--- src/rtl/pipelined_adder.sv ---
// Pipelined ripple-carry adder: one SW-bit slice per stage, carry registered between stages.
// Optional subtract mode is compiled in with `define ADDER_SUB_EN.
module pipelined_adder #(
    parameter int WIDTH  = 32,
    parameter int STAGES = 4
) (
    input  logic             clk,
    input  logic             rst,
    input  logic             in_valid,
    output logic             in_ready,
    input  logic [WIDTH-1:0] a,
    input  logic [WIDTH-1:0] b,
    input  logic             cin,
`ifdef ADDER_SUB_EN
    input  logic             sub,
`endif
    output logic             out_valid,
    input  logic             out_ready,
    output logic [WIDTH-1:0] sum,
    output logic             cout,
    output logic             overflow
);

    localparam int SW = WIDTH / STAGES;

    logic [WIDTH-1:0] b_eff;
    logic             cin_eff;

`ifdef ADDER_SUB_EN
    assign b_eff   = sub ? ~b : b;
    assign cin_eff = sub ? 1'b1 : cin;
`else
    assign b_eff   = b;
    assign cin_eff = cin;
`endif

    // Per-stage token: operands (skew), partial sum (deskew), carry, valid
    logic [WIDTH-1:0] a_q [STAGES];
    logic [WIDTH-1:0] b_q [STAGES];
    logic [WIDTH-1:0] s_q [STAGES];
    logic             c_q [STAGES];
    logic             v_q [STAGES];
    logic             ov_q;

    logic [WIDTH-1:0] src_a [STAGES];
    logic [WIDTH-1:0] src_b [STAGES];
    logic [WIDTH-1:0] src_s [STAGES];
    logic             src_c [STAGES];
    logic             src_v [STAGES];

    logic [WIDTH-1:0] n_s [STAGES];
    logic             n_c [STAGES];
    logic             ov_n;
    logic             advance;

    assign advance  = !(v_q[STAGES-1] && !out_ready);
    assign in_ready = !rst && advance;

    always_comb begin
        src_a[0] = a;
        src_b[0] = b_eff;
        src_s[0] = '0;
        src_c[0] = cin_eff;
        src_v[0] = in_valid;
        for (int k = 1; k < STAGES; k++) begin
            src_a[k] = a_q[k-1];
            src_b[k] = b_q[k-1];
            src_s[k] = s_q[k-1];
            src_c[k] = c_q[k-1];
            src_v[k] = v_q[k-1];
        end
    end

    always_comb begin
        logic [SW:0] part;
        part = '0;
        for (int k = 0; k < STAGES; k++) begin
            part = {1'b0, src_a[k][k*SW +: SW]}
                 + {1'b0, src_b[k][k*SW +: SW]}
                 + {{SW{1'b0}}, src_c[k]};
            n_s[k] = src_s[k];
            n_s[k][k*SW +: SW] = part[SW-1:0];
            n_c[k] = part[SW];
        end
        ov_n = (src_a[STAGES-1][WIDTH-1] == src_b[STAGES-1][WIDTH-1])
            && (n_s[STAGES-1][WIDTH-1] != src_a[STAGES-1][WIDTH-1]);
    end

    always_ff @(posedge clk) begin
        if (rst) begin
            for (int k = 0; k < STAGES; k++) begin
                a_q[k] <= '0;
                b_q[k] <= '0;
                s_q[k] <= '0;
                c_q[k] <= 1'b0;
                v_q[k] <= 1'b0;
            end
            ov_q <= 1'b0;
        end else if (advance) begin
            for (int k = 0; k < STAGES; k++) begin
                a_q[k] <= src_a[k];
                b_q[k] <= src_b[k];
                s_q[k] <= n_s[k];
                c_q[k] <= n_c[k];
                v_q[k] <= src_v[k];
            end
            ov_q <= ov_n;
        end
    end

    assign out_valid = v_q[STAGES-1];
    assign sum       = s_q[STAGES-1];
    assign cout      = c_q[STAGES-1];
    assign overflow  = ov_q;

endmodule

--- config.mk ---
export PLATFORM = sky130hd
export DESIGN_NAME = pipelined_adder
export DESIGN_NICKNAME = d
export VERILOG_FILES = /design/src/rtl/pipelined_adder.sv
export SDC_FILE = /design/constraint.sdc
export NUM_CORES = 1
export LEC_CHECK = 0
export ABC_AREA = 1
export BUFFER_PORTS_ARGS = -buffer_cell sky130_fd_sc_hd__buf_2
export CAP_MARGIN = 20
export CELL_PAD_IN_SITES_DETAIL_PLACEMENT = 1
export CELL_PAD_IN_SITES_GLOBAL_PLACEMENT = 2
export CORE_ASPECT_RATIO = 0.8
export CORE_UTILIZATION = 39
export CTS_BUF_LIST = sky130_fd_sc_hd__clkbuf_4 sky130_fd_sc_hd__clkbuf_8
export DETAILED_ROUTE_END_ITERATION = 8
export PLACE_DENSITY = 0.91
export SETUP_SLACK_MARGIN = 0.3
export SLEW_MARGIN = 20
export SYNTH_ARGS = -nofsm -noshare
export SYNTH_HDL_FRONTEND = slang
export SYNTH_SLANG_ARGS = --single-unit
--- constraint.sdc ---
create_clock -name clk -period 8.7 [get_ports clk]
set_clock_uncertainty 0.1 [all_clocks]
set_input_delay 2.175 -clock clk [delete_from_list [all_inputs] [get_ports clk]]
set_output_delay 2.175 -clock clk [all_outputs]
set_load 0.005 [all_outputs]
# ---- Yosys cells after proc, flatten, opt, wreduce, memory -nomap -nowiden
# Memory sizes are Yosys's and may differ from the RTL's.
# Index checks and enable logic that the tools add are counted.
dict set report word_totals {
  regBits 1
  mem_bits_rw 392
  out_inout_bits 36
  mem_count 5
}
dict set report op_classes {
  add_sub_neg 8
  eq_ne 2
  muxes 25
  bitwise 20
  n_reduce_logical 6
}
# memory depth width rd rd_clocked_by_memory_dff wr line_no
set mem_list {}
lappend mem_list {a_q 4 32 3 0 4 38} ;# logic [WIDTH-1:0] a_q [STAGES];
lappend mem_list {b_q 4 32 3 0 4 39} ;# logic [WIDTH-1:0] b_q [STAGES];
lappend mem_list {s_q 4 32 4 0 4 40} ;# logic [WIDTH-1:0] s_q [STAGES];
lappend mem_list {c_q 4 1 4 0 4 41} ;# logic c_q [STAGES];
lappend mem_list {v_q 4 1 4 0 4 42} ;# logic v_q [STAGES];
# op n
set op_table {}
lappend op_table {{32-bit 2-to-1 mux} 12}
lappend op_table {{8-bit by 8-bit adder with 9-bit output} 4}
lappend op_table {{9-bit by 1-bit adder with 9-bit output} 4}
lappend op_table {{1-bit bitwise OR} 20}
lappend op_table {{1-bit 2-to-1 mux} 13}
lappend op_table {{1-bit logical AND} 3}
lappend op_table {{1-bit logical NOT} 3}
lappend op_table {{1-bit == test} 1}
lappend op_table {{1-bit inequality test} 1}

# ---- Longest topological paths before layout
dict set report logic_depth {
  ltp_word 6
  mapped_depth 8
  depth_no_buf 8
}

# ---- Worst setup path before layout
# Ideal clock, no wire load.
dict set report synth_timing {
  path_type {input to register}
  startpoint {in out_ready}
  endpoint {mem a_q[0][10] (enable)}
  setup_ps 1480
  arrival_ps 5312
  setup_slack_ps 1808
  stages 4
  path_cell_list {inv_2 -> nand2_2 -> inv_1 -> nand2_1}
}
# element line_no
set synth_lines {}
lappend synth_lines {{from (decl)} 18} ;# input logic out_ready,
lappend synth_lines {{to (decl)} 38}

# ---- Worst setup path in the final report
dict set report layout_timing {
  startpoint {in out_ready}
  endpoint {out in_ready}
}
dict set report layout_via {
  elab_chain_len 4
}
# element line_no
set layout_rtl {}
lappend layout_rtl {{1-bit logical NOT} 56} ;# assign advance = !(v_q[STAGES-1] && !out_ready);
lappend layout_rtl {{1-bit logical AND} 56}
lappend layout_rtl {{1-bit logical NOT} 56}
lappend layout_rtl {{1-bit logical AND} 57} ;# assign in_ready = !rst && advance;
lappend layout_rtl {{to (decl)} 10} ;# output logic in_ready,
# Every way passes these cells.

==> key figures <==
Clocking
  – Post-cts resize count: 0
  – Htree depth: 4
  – Number of buffers created by CTS: 17
  – Setup Buffers After CTS: 0
  – CTS tree: done
  – CTS clk-pin slew, worst paths: 0.10 ns
  – Clk sinks: 185
  – CTS Root Cell: clkbuf_8
  – Hold buffers post-CTS: 0
  – Clock buffer depth: 2
  – Worst skew pair latency: ~0.46 ns

STA
  – Final Cycle Share: 0.696
  – Fin. Hold Viols: 0
  – Max_slew headroom: 0.317
  – # setup viols final: 0
  – Setup TNS: 0 ns
  – Tmin final: roughly 6 ns
  – Slew Limit Fails: 0
  – Fmax achieved: 165 MHz
  – Worst Max-Slew Pin Slew: 1.02 ns
  – RSZ-0062 raised after global routing: no

Power
  – Clock share of power: 0.328
  – Sw Pwr: 437 µW
  – Leakage power: 4.57 nW
  – PwrDens: 191 mW/mm²
  – Comb pwr share: 0.091
  – Part of the power in registers: 0.581
  – Sw frac: 0.239
  – Worst vdd ir: approximately 0.077 mV
  – Internal Pwr Total: around 1.4 mW

Detailed routing
  – DR vias: 5299
  – Drt total wl: 15200 µm
  – DRT Pass-1 Iters: 4
  – WL/cell: 12.9 µm
  – # DRC: 0
  – Post-DRT Antenna Nets: 0
  – Via density: 4.50
  – Iter 0 DRT Violations: 353

Placement
  – GP Congestion: 0.826
  – PortBufs: 104
  – Placed inst area: around 0.0092 mm²
  – HPWL after DPL: 9980 µm

Die
  – DIE AREA: 0.0223 mm²
  – Initial Util: 0.403
  – Die Ht: 134 µm
  – Rows: 47
  – Chip Width: 167 µm
  – Core area: approximately 0.021 mm²
  – Ports: between 100 and 150

Finish
  – Fraction of layout cells with a size suffix above 1: 0.166
  – Commonest cells after routing, fill and taps aside: 195 x inv_1, 184 x edfxtp_1, 180 x nor2_1
  – N_diodes: 0
  – Filler cells: 2344
  – Final nets: roughly 1000
  – Syn-to-layout area delta: 13.4%
  – Post-route cell area: around 0.0096 mm²
  – Most common cell after layout, fill and taps aside: inv_1
  – Multi-input logic area: ~0.0020 mm²
  – Register area: 0.00555 mm²

Synthesis
  – Area share of the largest cell type after synthesis: 0.652
  – Post-Syn Instances: 791
  – Sequential area share after synthesis: 0.655
  – Synth top area cells: edfxtp_1 65%, inv_1 8.6%, nor2_1 8.0%
  – Yosys warns: 0
  – Post-synth cell types: 27
  – Post-synthesis register bit count: 185
  – Leading area contributor after synthesis: edfxtp_1
  – Average cell area after synthesis: 10.7 µm²
  – Post-Syn Area: between 0.008 and 0.009 mm²
  – Post-Syn Nets: 896

Critical path
  – Worst Setup Start Kind: primary input
  – Max FO, Critical Path: 162
  – CP endpoint kind: output pin
  – CP Class: in -> out
  – FF-to-FF Start: v_q[3]
  – R2r worst-path depth: 5
  – CP Data Required Time: 6.43 ns
  – Worst path arrival time: 3.78 ns
  – Reg2Reg Capture Point: s_q[0][3]
  – Reg2Reg Setup Slack: 6.41 ns

Worst hold path
  – Hold path cells: 2
  – Worst min path class: reg -> reg
  – Worst Hold Launch: overflow
  – WHS Endpoint: overflow

Global route
  – Grt ovf: 0
  – GRT Total Usage: 0.145
  – Number of antenna violations at the first check in global routing: 0
  – Largest net degree at the start of global routing: approximately 190
  – Number of global-route vias before repair: 5420
  – First-pass GRT wire length: 25400 µm

Run
  – Max_cap viols: 0

Status
  – Status: finished, final reports clean
-- synthesized netlist by cell type --
cell and n:
nand2_1 79, buf_4 1, buf_6 11, o21ai_0 5
a31oi_1 4, nor2_1 180, edfxtp_1 184, inv_1 195
a21oi_2 2, o21ai_1 6, and2_4 1, nand2_2 4
nand2_4 1, nand3_2 1, nand4_1 12, dfxtp_1 1
a21oi_1 31, ha_1 28, nand3_1 17, buf_2 7
fa_1 8, or2_4 1, nor2_2 1, nand3b_1 1
clkinv_1 2, inv_2 4, o21a_1 4
-- layer usage --
| layer | wire length [µm] | global-route usage | up-vias |
|---|---|---|---|
| li1 | - | - | 2692 |
| met1 | 6860 | 0.174 | 2517 |
| met2 | 7750 | 0.261 | 79 |
| met3 | 471 | 0.0333 | 11 |
| met4 | 142 | 0.0448 | 0 |
| met5 | 0 | 0 | - |
-- sequential cells by signal, indices dropped and copies added, names as in the netlist --
signal    flops
b_q          48
v_q           4
c_q           4
a_q          48
overflow      1
s_q          80
-- stage by stage --
stage / setup slack (ns) / utilization / cells / hold WS [ns] / power, mW
after global routing: 2.39 / 0.457 / 1178 / 0.444 / 1.91
final: 2.64 / 0.457 / 1178 / 0.395 / 1.83
after CTS: 2.50 / 0.457 / 1178 / 0.410 / 1.85
after detailed placement: 2.50 / 0.438 / 1146 / 0.395 / 1.26
after global placement: 2.50 / 0.438 / 1146 / 0.371 / 1.24
after floorplan: 1.81 / - / 791 / 0.363 / 1.20
-- worst max path at each step --
| stage | slack (ns) | from | to |
|---|---|---|---|
| global route | 2.39 | out_ready | in_ready |
| detailed placement | 2.50 | out_ready | in_ready |
| global placement | 2.50 | out_ready | in_ready |
| floorplan | 1.81 | out_ready | a_q[0][10] |
| finish | 2.64 | out_ready | in_ready |
| CTS | 2.50 | out_ready | in_ready |
-- kinds of logic after synthesis --
kind of cell	share of synthesized area
compound gates	0.0334
simple gates	0.143
fa+ha+maj	0.0603
buf+inv	0.109
flops	0.655
-- final cells by class --
cell class              instances  share of cell area
inverters                     201              0.0786
clock buffers                  17              0.0244
clock inverters                15              0.0181
well taps                     269              0.0350
repair buffers                105              0.0563
flip-flops and latches        185               0.577
multi-input cells             386               0.210
-- worst max-delay path, cell delays in order --
cell and delay, ns:
buf_2 0.10, inv_2 0.04, nand2_2 0.08, nand2_8 0.60
inv_2 0.48, buf_2 0.27
-- power groups by stage --
stage / clock network (mW) / registers, mW / logic, mW
3_3_place_gp: 0 / 1.08 / 0.160
2_1_floorplan: 0 / 1.08 / 0.115
5_1_grt: 0.646 / 1.07 / 0.193
3_5_place_dp: 0 / 1.09 / 0.169
4_1_cts: 0.616 / 1.07 / 0.170
6_report: 0.600 / 1.06 / 0.167
No activity file was read; power rests on OpenSTA's default activity.
